<file path="config.mk">
export PLATFORM = sky130hd
export DESIGN_NAME = au_muldiv_seq_flat
export DESIGN_NICKNAME = d
export VERILOG_FILES = /design/src/rtl/au_muldiv_seq_pkg.sv /design/src/rtl/au_muldiv_seq_if.sv /design/src/rtl/au_muldiv_seq.sv /design/src/flat_wrapper.sv
export SDC_FILE = /design/constraint.sdc
export NUM_CORES = 1
export LEC_CHECK = 0
export ABC_AREA = 1
export CAP_MARGIN = 20
export CORE_MARGIN = 10
export CORE_UTILIZATION = 36
export CTS_CLUSTER_SIZE = 8
export DETAILED_ROUTE_END_ITERATION = 6
export PLACE_DENSITY = 0.67
export SLEW_MARGIN = 0
export SYNTH_ARGS = -nofsm -noshare
export SYNTH_HDL_FRONTEND = slang
export SYNTH_SLANG_ARGS = --single-unit
export TNS_END_PERCENT = 10
</file>
<file path="constraint.sdc">
create_clock -name clk -period 1.8 [get_ports clk]
set_input_delay 0.27 -clock clk [delete_from_list [all_inputs] [get_ports clk]]
set_output_delay 0.27 -clock clk [all_outputs]
set_load 0.05 [all_outputs]
</file>
<file path="src/rtl/au_muldiv_seq_pkg.sv">
// Shared definitions for the multiply/divide sequencer.
//   AU_*   : ArithmeticUnit S select encodings
//   OP_*   : operation select on the request bus
//   state_t: sequencer FSM states
package au_muldiv_seq_pkg;

  localparam logic [1:0] AU_XFER = 2'b00;  // A + Cin
  localparam logic [1:0] AU_ADD  = 2'b01;  // A + B + Cin
  localparam logic [1:0] AU_SUB  = 2'b10;  // A + ~B + Cin
  localparam logic [1:0] AU_DEC  = 2'b11;  // A - 1 + Cin

  localparam logic OP_MUL = 1'b0;
  localparam logic OP_DIV = 1'b1;

  typedef enum logic [1:0] {
    IDLE = 2'b00,
    RUN  = 2'b01,
    DONE = 2'b10
  } state_t;

endpackage

</file>
<file path="src/rtl/au_muldiv_seq_if.sv">
// Request/result bus between the control unit and the multiply/divide
// sequencer.
//   start, op, opA, opB      : request from the control unit
//   busy, done              : sequencer status
//   res_lo, res_hi, dbz     : results, valid with done and held afterwards
// master = control unit side, slave = sequencer side.
interface au_muldiv_seq_if #(
  parameter int WIDTH = 32
);

  logic             start;
  logic             op;
  logic [WIDTH-1:0] opA;
  logic [WIDTH-1:0] opB;
  logic             busy;
  logic             done;
  logic [WIDTH-1:0] res_lo;
  logic [WIDTH-1:0] res_hi;
  logic             dbz;

  modport master (
    output start, op, opA, opB,
    input  busy, done, res_lo, res_hi, dbz
  );

  modport slave (
    input  start, op, opA, opB,
    output busy, done, res_lo, res_hi, dbz
  );

endinterface

</file>
<file path="src/rtl/au_muldiv_seq.sv">
// Multi-cycle unsigned multiply (shift-add) / divide (restoring) sequencer
// that borrows the external ArithmeticUnit for one add/subtract per cycle.
//   clk, rst_n      : clock, synchronous active-low reset
//   bus (slave)     : start/op/opA/opB request, busy/done/res_lo/res_hi/dbz
//   au_A/B/S/Cin    : drive to the shared AU (all zero outside RUN)
//   au_out, au_Cout : AU result and carry out
//
// state | meaning
// IDLE  | waiting; one extra IDLE cycle after accept resolves divide-by-zero
// RUN   | one shift-add / restoring-subtract iteration per cycle
// DONE  | one-cycle done pulse, results valid
module au_muldiv_seq
  import au_muldiv_seq_pkg::*;
#(
  parameter int WIDTH = 32,
  parameter int CNT_W = 5
) (
  input  logic             clk,
  input  logic             rst_n,
  au_muldiv_seq_if.slave   bus,
  output logic [WIDTH-1:0] au_A,
  output logic [WIDTH-1:0] au_B,
  output logic [1:0]       au_S,
  output logic             au_Cin,
  input  logic [WIDTH-1:0] au_out,
  input  logic             au_Cout
);

  state_t           state_q, state_d;
  logic             pend_q;   // request latched, not yet dispatched
  logic             op_q;
  logic [WIDTH-1:0] hi_q;     // P_hi (multiply) / R (divide)
  logic [WIDTH-1:0] lo_q;     // P_lo (multiply) / Q (divide)
  logic [WIDTH-1:0] m_q;      // multiplicand / divisor
  logic [CNT_W-1:0] cnt_q;
  logic             dbz_q;

  logic             accept;
  logic             go_run;
  logic             go_dbz;
  logic [WIDTH-1:0] rs;
  logic             qbit;

  always_comb begin
    state_d = state_q;
    accept  = 1'b0;
    go_run  = 1'b0;
    go_dbz  = 1'b0;
    case (state_q)
      IDLE: begin
        if (pend_q) begin
          if (op_q == OP_DIV && m_q == '0) begin
            state_d = DONE;
            go_dbz  = 1'b1;
          end else begin
            state_d = RUN;
            go_run  = 1'b1;
          end
        end else if (bus.start) begin
          accept = 1'b1;
        end
      end
      RUN: begin
        if (cnt_q == '0) state_d = DONE;
      end
      DONE:    state_d = IDLE;
      default: state_d = IDLE;
    endcase
  end

  // Shifted partial remainder; R[31] is the 33rd bit of the compare, so a
  // set rmsb means Rs >= D regardless of the AU carry.
  assign rs   = {hi_q[WIDTH-2:0], lo_q[WIDTH-1]};
  assign qbit = hi_q[WIDTH-1] | au_Cout;

  always_comb begin
    au_A   = '0;
    au_B   = '0;
    au_S   = AU_XFER;
    au_Cin = 1'b0;
    if (state_q == RUN) begin
      au_B = m_q;
      if (op_q == OP_MUL) begin
        au_A   = hi_q;
        au_S   = AU_ADD;
        au_Cin = 1'b0;
      end else begin
        au_A   = rs;
        au_S   = AU_SUB;
        au_Cin = 1'b1;
      end
    end
  end

  always_ff @(posedge clk) begin
    if (!rst_n) begin
      state_q <= IDLE;
      pend_q  <= 1'b0;
      op_q    <= OP_MUL;
      hi_q    <= '0;
      lo_q    <= '0;
      m_q     <= '0;
      cnt_q   <= '0;
      dbz_q   <= 1'b0;
    end else begin
      state_q <= state_d;
      if (accept) begin
        pend_q <= 1'b1;
        op_q   <= bus.op;
        dbz_q  <= 1'b0;
        hi_q   <= '0;
        lo_q   <= (bus.op == OP_DIV) ? bus.opA : bus.opB;
        m_q    <= (bus.op == OP_DIV) ? bus.opB : bus.opA;
      end
      if (go_run) begin
        pend_q <= 1'b0;
        cnt_q  <= CNT_W'(WIDTH - 1);
      end
      if (go_dbz) begin
        pend_q <= 1'b0;
        hi_q   <= lo_q;
        lo_q   <= '1;
        dbz_q  <= 1'b1;
      end
      if (state_q == RUN) begin
        if (cnt_q != '0) cnt_q <= cnt_q - 1'b1;
        if (op_q == OP_MUL) begin
          if (lo_q[0]) {hi_q, lo_q} <= {au_Cout, au_out, lo_q[WIDTH-1:1]};
          else         {hi_q, lo_q} <= {1'b0, hi_q, lo_q[WIDTH-1:1]};
        end else begin
          hi_q <= qbit ? au_out : rs;
          lo_q <= {lo_q[WIDTH-2:0], qbit};
        end
      end
    end
  end

  assign bus.busy   = (state_q == RUN);
  assign bus.done   = (state_q == DONE);
  assign bus.res_lo = lo_q;
  assign bus.res_hi = hi_q;
  assign bus.dbz    = dbz_q;

endmodule

</file>
<file path="src/flat_wrapper.sv">
// flat-port wrapper written by rule: the top's interface ports become plain ports
module au_muldiv_seq_flat import au_muldiv_seq_pkg::*;
#(
  parameter int WIDTH = 32,
  parameter int CNT_W = 5
)
  (clk, rst_n, au_A, au_B, au_S, au_Cin, au_out, au_Cout, bus_start, bus_op, bus_opA, bus_opB, bus_busy, bus_done, bus_res_lo, bus_res_hi, bus_dbz);
  au_muldiv_seq_if #(.WIDTH(WIDTH)) bus_i ();
  input  logic clk;
  input  logic rst_n;
  output logic [WIDTH-1:0] au_A;
  output logic [WIDTH-1:0] au_B;
  output logic [1:0] au_S;
  output logic au_Cin;
  input  logic [WIDTH-1:0] au_out;
  input  logic au_Cout;
  input wire logic [$bits(bus_i.start)-1:0] bus_start;
  input wire logic [$bits(bus_i.op)-1:0] bus_op;
  input wire logic [$bits(bus_i.opA)-1:0] bus_opA;
  input wire logic [$bits(bus_i.opB)-1:0] bus_opB;
  output wire logic [$bits(bus_i.busy)-1:0] bus_busy;
  output wire logic [$bits(bus_i.done)-1:0] bus_done;
  output wire logic [$bits(bus_i.res_lo)-1:0] bus_res_lo;
  output wire logic [$bits(bus_i.res_hi)-1:0] bus_res_hi;
  output wire logic [$bits(bus_i.dbz)-1:0] bus_dbz;
  assign bus_i.start = bus_start;
  assign bus_i.op = bus_op;
  assign bus_i.opA = bus_opA;
  assign bus_i.opB = bus_opB;
  assign bus_busy = bus_i.busy;
  assign bus_done = bus_i.done;
  assign bus_res_lo = bus_i.res_lo;
  assign bus_res_hi = bus_i.res_hi;
  assign bus_dbz = bus_i.dbz;
  au_muldiv_seq #(.WIDTH(WIDTH), .CNT_W(CNT_W)) u_core (.clk(clk), .rst_n(rst_n), .bus(bus_i), .au_A(au_A), .au_B(au_B), .au_S(au_S), .au_Cin(au_Cin), .au_out(au_out), .au_Cout(au_Cout));
endmodule
</file>
==> summary.md, run 1 <==
| Metric | Value |
|---|---|
| Layout Skew | `about 0.01 ns` |
| Via density per instance | `around 5.2` |
| Final min period | `a little under 2 ns` |
| Clock sink count | `around 110` |
| Wirelength per Cell | `about 18 µm` |
| Final wirelength | `a little over 30 mm` |
| Netlist cell types | `27` |
| Main combinational cell family by area after synthesis | `simple AND/OR/NAND/NOR gates` |
| Die Y | `162.5 µm` |
| Highest net fanout along the worst path | `9` |
| Die width | `approximately 160 µm` |
| Initial antenna violation count | `0` |
| Share of layout cells above drive strength 1 | `0.2215` |
| CTS tree | `done` |
| DR WL met2 | `between 10 and 15 mm` |
| Fillcell total | `between 1.5k and 2k` |
| Final hold violation count | `0` |
| Global-route wire length before repair | `approximately 45 mm` |
| Met3 wire len | `~3.2 mm` |
| Vias in the first global route | `approximately 8.3k` |
| H-tree depth | `3` |
| Top FF cell, synth | `dfxtp_1` |
| Root Driver | `clkbuf_16` |
| CTS Buf Count | `9` |
| Fraction of registers with async set/reset | `0` |
| Fmax | `between 500 and 600 MHz` |
| Final HPWL DP | `~21 mm` |
| Post-synthesis compound-gate area fraction | `0.2717` |
| Routability Congestion | `around 0.85` |
| Diodes inserted | `0` |
| Total negative slack | `-3.148 ns` |
| RSZ-0062 raised after global routing | `true` |
| Violated checks | `negative setup slack` |
| Syn-to-layout area delta | `61.37%` |
| Area of the multi-input gates | `4747 µm²` |
| Status | `finished with violations` |
| Reg clk slew, reported paths | `0.08 ns` |
| Post-synthesis simple-gate area fraction | `0.3037` |
| Xor/xnor share of the synthesized area | `0` |
| Antenna-violating nets left | `0` |
| Post-route cell area | `roughly 12000 µm²` |
| Vias | `between 8k and 9k` |
| Final Power | `between 10 and 15 mW` |
| Largest net degree at the start of global routing | `112` |
| PD cells | `about 870 nW/µm²` |
| Post-Synth Adder-Cell Area | `0.001712` |
| Mux cell area share after synthesis | `0` |
| GRT Total Usage | `0.2083` |
| Nets | `~1.6k` |
| Initial drt markers | `approximately 520` |
| Finish-stage setup viols | `39` |
| Post-synthesis sequential area ratio | `0.2903` |
| Yosys reg bits | `around 110` |
| Max-cap violation count | `0` |
| Area of the core | `approximately 20000 µm²` |
| First-pass DRT Iterations | `5` |
| Synth Instances | `roughly 1.3k` |
| Maximum vdd ir drop | `around 0.54 mV` |
| Die area | `26400 µm²` |
| Crit path DAT | `~1.7 ns` |
| Met1 WL | `13.62 mm` |
| Maximum clock path buffer count | `2` |
| Register Area | `2131 µm²` |
| GRT Residual Overflow | `0` |
| DRC Markers | `0` |
| Measured slew at the worst slew-check pin | `between 0.5 and 0.6 ns` |
| Yosys warning count | `0` |
| Worst hold path class | `in -> reg` |
| Row Count | `between 50 and 60` |
| Tcrit/Tclk final | `1.071` |
| Max-slew headroom | `0.6561` |
| Worst-Skew Late Latency | `around 0.35 ns` |
| Required arrival time at the worst endpoint | `roughly 1.5 ns` |
| Io pins | `about 240` |
| Post-synth EDFFs | `0` |
| Cell Area, Synth | `between 7000 and 8000 µm²` |
| Max layer used | `met4` |
| CP Launch Type | `flop` |
| Fin worst setup slack | `-0.1278 ns` |
| Syn_nets | `approximately 1.4k` |
| Input/output buffers | `around 230` |
| Lkg Pwr | `~5.0 nW` |
| CP endpoint kind | `output port` |
| Worst Setup Path Type | `reg -> out` |
| Synthesized area per cell | `5.792 µm²` |
| Pins over their slew limit | `0` |
| Placed Area | `10740 µm²` |
| Starting Density | `0.3636` |
## state kept, by name (all words and copies together) (netlist names)
register	flops
u_core.m_q	32
u_core.cnt_q	5
u_core.op_q	1
u_core.bus.dbz	1
u_core.state_q	2
u_core.bus.res_lo	32
u_core.pend_q	1
u_core.bus.res_hi	32
## path summary, 6_finish.rpt
kind | start | to | slack [ns] | cells past startpoint
hold / removal | rst_n | u_core.bus.res_lo[24] | 0.25 | 3
setup / recovery | u_core.state_q[1] | au_A[17] | -0.13 | 8
setup reg to reg | u_core.m_q[27] | u_core.bus.res_hi[29] | -0.01 | 10
hold reg to reg | u_core.pend_q | u_core.pend_q | 0.47 | 2
## report_power, final
part	internal, mW	switching [mW]	total [mW]
clock	1.08	0.965	2.04
combinational	1.84	3.29	5.14
sequential	2.74	0.362	3.10
total	5.66	4.62	10.3
## cell usage after synthesis (3+ instances only)
master    number  area [µm²]
o21ai_1       16       80.08
dfxtp_1      106        2122
buf_2         31       155.2
clkbuf_1      51       191.4
inv_2          6       22.52
nand3_1       41       205.2
o21ai_0      106       530.5
buf_1          8       30.03
nand2_1      279        1047
nor3_1         3       15.01
inv_1        130       488.0
o22ai_1       41       256.5
buf_6          6       67.56
a21oi_1      122       610.6
nor2_1       236       885.9
a211oi_1      64       480.5
## critical path, cell delays in order, from the launching register on
cell     delay, ns
dfxtp_2       0.33
inv_2         0.07
nand2_4       0.09
nor2_4        0.11
buf_12        0.14
inv_6         0.05
buf_12        0.14
o22ai_2       0.19
buf_12        0.16
## cell usage in the layout, fill, tap and decap left out, drive strengths merged, types with 17 or more instances in the layout
master,count
o21ai,122
dfxtp,106
nand2,282
a21oi,122
clkbuf,17
nand3,41
nor2,239
o22ai,41
inv,137
buf,184
a211oi,64
clkdlybuf4s50,98
## cell type report
class                      instances  share of cell area
clock buffer                       9             0.01909
multi-input combinational        922              0.4025
timing repair buffer             292              0.3192
inverter                         136             0.04413
sequential                       106              0.1807
clock inverter                     7            0.005834
tap                              270             0.02864
## stage by stage
stage / std cells / setup slack (ns) / utilization / hold slack, ns
floorplan: 1262 / -0.2017 / - / 0.4330
detailed placement: 1702 / -0.03282 / 0.5340 / 0.4574
global placement: 1702 / -0.006038 / 0.5340 / 0.4505
CTS: 1728 / -0.1647 / 0.5638 / 0.2371
global route: 1742 / -0.1860 / 0.5867 / 0.2624
finish: 1742 / -0.1278 / 0.5867 / 0.2494
## cell families (layout without fill, tap and decap cells)
| group | count (synthesis) | in the layout |
|---|---|---|
| buffers and inverters | 234 | 444 |
| AO/OA/AOI/OAI | 353 | 353 |
| adder cells (fa/ha/maj) | 1 | 1 |
| AND/OR/NAND/NOR | 568 | 568 |
| flip-flops | 106 | 106 |
## per-layer routing
metal	vias to the layer above	track usage
met5	-	0
met4	0	0.06079
met3	39	0.06370
met2	415	0.3080
met1	4015	0.2841
li1	4514	-
## what timing repair did
| item | in CTS | in global routing |
|---|---|---|
| hold buffers | 0 | 0 |
| pin swaps | 4 | 8 |
| endpoints found under the setup margin | 96 | 117 |
| setup buffers | 7 | 5 |
| cloned | 3 | 10 |
| hold endpoints to repair | 0 | 0 |
| gates resized for setup | 42 | 70 |
Note: power is estimated with default switching activity, not from simulation.
==> run 2, diff against run 1 <==
Settings changed: CTS_CLUSTER_DIAMETER from default to 100.
==> results of run 2 <==
No change in the layout: final DEF, timing and power equal those of run 1.
==> run 3, diff against run 2 <==
Settings changed: ABC_AREA 1 to 0, CTS_CLUSTER_SIZE 8 to 24, SLEW_MARGIN 0 to 20.
==> run 3 against run 2 <==
Against the previous run: the run still ends with negative setup slack left; critical path depth down 2; clock power up 3%; global-route usage down 0.39 points; register-to-register slack worse by 0.25 ns; combinational power down 31%; die area up 0.41%; clock-buffer cell count up 3; sequential power down 5%; clock skew down 0.00099 ns; largest cell class unchanged; largest power group unchanged.
==> summary.md, run 3 <==
| Metric | Value |
|---|---|
| Fillcell total | `1781 (was 1873)` |
| Placed Area | `10890 µm² (was 10740 µm²)` |
| Worst reg-to-reg setup slack | `-0.26 ns (was -0.01 ns)` |
| Antenna-violating nets left | `0 (unchanged)` |
| Worst hold path class | `in -> reg (unchanged)` |
| Row Count | `52 (unchanged)` |
| Max-cap violation count | `0 (unchanged)` |
| Area of the core | `20170 µm² (was 20100 µm²)` |
| Required arrival time at the worst endpoint | `2.09 ns (was 1.53 ns)` |
| First-pass DRT Iterations | `5 (unchanged)` |
| Post-synthesis sequential area ratio | `0.2890 (was 0.2903)` |
| R2R cell count | `6 (was 10)` |
| DR WL met2 | `13.02 mm (about the same)` |
| Yosys warning count | `0 (unchanged)` |
| Measured slew at the worst slew-check pin | `0.4265 ns (was 0.5153 ns)` |
| CP bufs+invs | `2 (was 5)` |
| Diodes inserted | `0 (unchanged)` |
| Most common cell after layout, fill and taps aside | `buf_4 (was nand2_1)` |
| CP endpoint kind | `flop (was output port)` |
| Sequential share of power | `0.343 (was 0.302)` |
| Final Power | `8.583 mW (was 10.28 mW)` |
| Crit path cell chain | `or4b_4, or4_4, o31ai_4, buf_6, buf_4, o221a_1 (was inv_2, nand2_4, nor2_4, buf_12, inv_6, buf_12, o22ai_2, buf_12)` |
| Crit path DAT | `2.35 ns (was 1.66 ns)` |
| Hold-fix buffer count after cts | `0 (unchanged)` |
| Met3 wire len | `2.446 mm (was 3.217 mm)` |
| Crit-path max cell delay | `0.54 ns (was 0.33 ns)` |
| Netlist cell types | `43 (was 27)` |
| Syn_nets | `988 (was 1364)` |
| Maximum vdd ir drop | `0.5903 mV (was 0.5422 mV)` |
| Commonest non-fill, non-tap cells in the layout | `160 x buf_4, 107 x mux2i_1, 100 x dfxtp_1 (was 262 x nand2_1, 196 x nor2_1, 128 x inv_1)` |
| GRT Residual Overflow | `0 (unchanged)` |
| Final hold slack | `0.3772 ns (was 0.2494 ns)` |
| Initial antenna violation count | `0 (unchanged)` |
| Met1 WL | `13.01 mm (was 13.62 mm)` |
| Yosys top cell by area | `dfxtp_1 (unchanged)` |
| Vias | `8057 (was 8983)` |
| Fraction of registers with async set/reset | `0 (unchanged)` |
| Nets | `1227 (was 1569)` |
| Final wirelength | `28.74 mm (was 30.53 mm)` |
| Worst Setup Path Type | `reg -> reg (was reg -> out)` |
| Die width | `162.8 µm (was 162.5 µm)` |
| Reg clk slew, reported paths | `0.07 ns (was 0.08 ns)` |
| Syn-to-layout area delta | `62.58% (was 61.37%)` |
| Yosys reg bits | `106 (unchanged)` |
| Clock sink count | `106 (unchanged)` |
| Final hold violation count | `0 (unchanged)` |
| Routability Congestion | `0.8518 (was 0.8491)` |
| Input/output buffers | `234 (unchanged)` |
| Top FF cell, synth | `dfxtp_1 (unchanged)` |
| Via density per instance | `5.755 (was 5.157)` |
| Highest net fanout along the worst path | `5 (was 9)` |
| Synth Instances | `886 (was 1262)` |
| Final min period | `2.063 ns (was 1.928 ns)` |
| Sw Ratio | `0.3782 (was 0.4491)` |
| CTS tree | `done (unchanged)` |
| Tcrit/Tclk final | `1.146 (was 1.071)` |
| Max-slew headroom | `0.7157 (was 0.6561)` |
| Root Driver | `clkbuf_16 (unchanged)` |
| Die area | `26510 µm² (was 26400 µm²)` |
| Status | `finished with violations (unchanged)` |
| Die Y | `162.8 µm (was 162.5 µm)` |
| Io pins | `235 (unchanged)` |
| Slowest CP cell | `or4b_4 (was dfxtp_2)` |
| Initial drt markers | `591 (was 517)` |
| DRC Markers | `0 (unchanged)` |
| Max layer used | `met4 (unchanged)` |
| Cell depth of the worst setup path | `6 (was 8)` |
| Pins over their slew limit | `0 (unchanged)` |
| Lkg Pwr | `4.299 nW (was 5.046 nW)` |
| Cell Area, Synth | `7343 µm² (was 7310 µm²)` |
| Maximum clock path buffer count | `2 (unchanged)` |
| Most frequent cell after synthesis | `mux2i_1 (was nand2_1)` |
| CP Launch Type | `flop (unchanged)` |
| Vias in the first global route | `7740 (was 8292)` |
| Finish-stage setup viols | `134 (was 39)` |
| Global-route wire length before repair | `44.28 mm (was 45.14 mm)` |
| Worst-Skew Late Latency | `0.35 ns (about the same)` |
| Largest cells by area after synthesis | `dfxtp_1 29%, mux2i_1 17%, a211oi_1 6.6% (was dfxtp_1 29%, nand2_1 14%, nor2_1 12%)` |
| PD cells | `718.9 nW/µm² (was 871.8 nW/µm²)` |
| RSZ-0062 raised after global routing | `true (unchanged)` |
| CTS Buf Count | `9 (unchanged)` |
| Share of layout cells above drive strength 1 | `0.3319 (was 0.2215)` |
| Area share of the largest cell type after synthesis | `0.2890 (was 0.2903)` |
| Wirelength per Cell | `20.53 µm (was 17.52 µm)` |
| Starting Density | `0.3641 (was 0.3636)` |
| Internal power | `5.338 mW (was 5.665 mW)` |
| Violated checks | `negative setup slack (unchanged)` |
| H-tree depth | `3 (unchanged)` |
| GRT Total Usage | `0.2044 (was 0.2083)` |
| Layout Skew | `0.009169 ns (was 0.01016 ns)` |
| Post-route cell area | `11940 µm² (was 11800 µm²)` |
| Largest net degree at the start of global routing | `60 (was 112)` |
| Post-synth EDFFs | `0 (unchanged)` |
| Hold Path Cell Cnt | `3 (unchanged)` |
| Post-synth top cells | `127 x mux2i_1, 106 x dfxtp_1, 89 x clkbuf_1 (was 279 x nand2_1, 236 x nor2_1, 130 x inv_1)` |
| Clock power frac | `0.246 (was 0.199)` |
| Fmax | `484.6 MHz (was 518.7 MHz)` |
| Final HPWL DP | `20.07 mm (was 21.12 mm)` |
| Total net switching power | `3.246 mW (was 4.618 mW)` |
| Fin worst setup slack | `-0.2634 ns (was -0.1278 ns)` |
| Synthesized area per cell | `8.288 µm² (was 5.792 µm²)` |
| Crit path max-delay family | `simple AND/OR/NAND/NOR gates (was buffers and inverters)` |
| Total negative slack | `-22.14 ns (was -3.148 ns)` |
| Logic pwr share | `0.411 (was 0.499)` |
## run 3: power groups by stage
stage | registers [mW] | logic (mW) | clock network [mW]
2_1_floorplan | 3.30 | 1.51 | 0
3_3_place_gp | 2.97 | 3.19 | 0
3_5_place_dp | 2.98 | 3.22 | 0
4_1_cts | 2.93 | 3.42 | 2.14
5_1_grt | 2.98 | 3.76 | 2.22
6_report | 2.94 | 3.53 | 2.11
## run 3: worst reg2reg max path: cells and delay by family, from the launching register on
family	cells	cell delay (ns)
buffers and inverters	2	0.27
and+or+nand+nor	2	1.01
AOI/OAI and AO/OA	2	0.40
DFF	1	0.33
## run 3: metrics by stage
step           utilization  setup slack [ns]  std cells
2_1_floorplan            -           -0.1870        886
3_3_place_gp        0.5400           -0.2269       1368
3_5_place_dp        0.5400           -0.2522       1368
4_1_cts             0.5762           -0.2415       1394
5_1_grt             0.5919           -0.3035       1400
6_report            0.5919           -0.2634       1400
## run 3: area by class of cell
class | count | area (µm²) | share of cell area
multi-input combinational | 669 | 5385 | 0.4511
tap | 270 | 337.8 | 0.02830
clock buffer | 12 | 256.5 | 0.02148
sequential | 106 | 2132 | 0.1786
timing repair buffer | 333 | 3740 | 0.3132
inverter | 6 | 31.28 | 0.002620
clock inverter | 4 | 56.30 | 0.004716
## run 3: worst paths after layout
kind / endpoint / startpoint
hold / removal: u_core.m_q[31] / bus_op
hold reg to reg: u_core.bus.dbz / u_core.bus.dbz
setup / recovery: u_core.bus.res_lo[0] / u_core.m_q[4]
setup reg to reg: u_core.bus.res_lo[0] / u_core.m_q[4]
## run 3: routing by layer
| layer | track usage | up-vias |
|---|---|---|
| li1 | - | 3890 |
| met1 | 0.2757 | 3862 |
| met2 | 0.3147 | 288 |
| met3 | 0.06370 | 17 |
| met4 | 0.03934 | 0 |
| met5 | 0 | - |
## run 3: what timing repair did
| action | CTS | global route |
|---|---|---|
| endpoints found under the hold margin | 0 | 0 |
| setup buffers | 4 | 4 |
| pin swaps | 2 | 27 |
| gates cloned | 6 | 2 |
| gates resized for setup | 38 | 67 |
| setup endpoints to repair | 132 | 137 |
## run 3: logic make-up after synthesis
kind of cell | synth area share
DFF | 0.2890
buffers and inverters | 0.06219
AOI/OAI and AO/OA | 0.2885
and+or+nand+nor | 0.1856
muxes | 0.1731
adders and majority gates | 0.001704
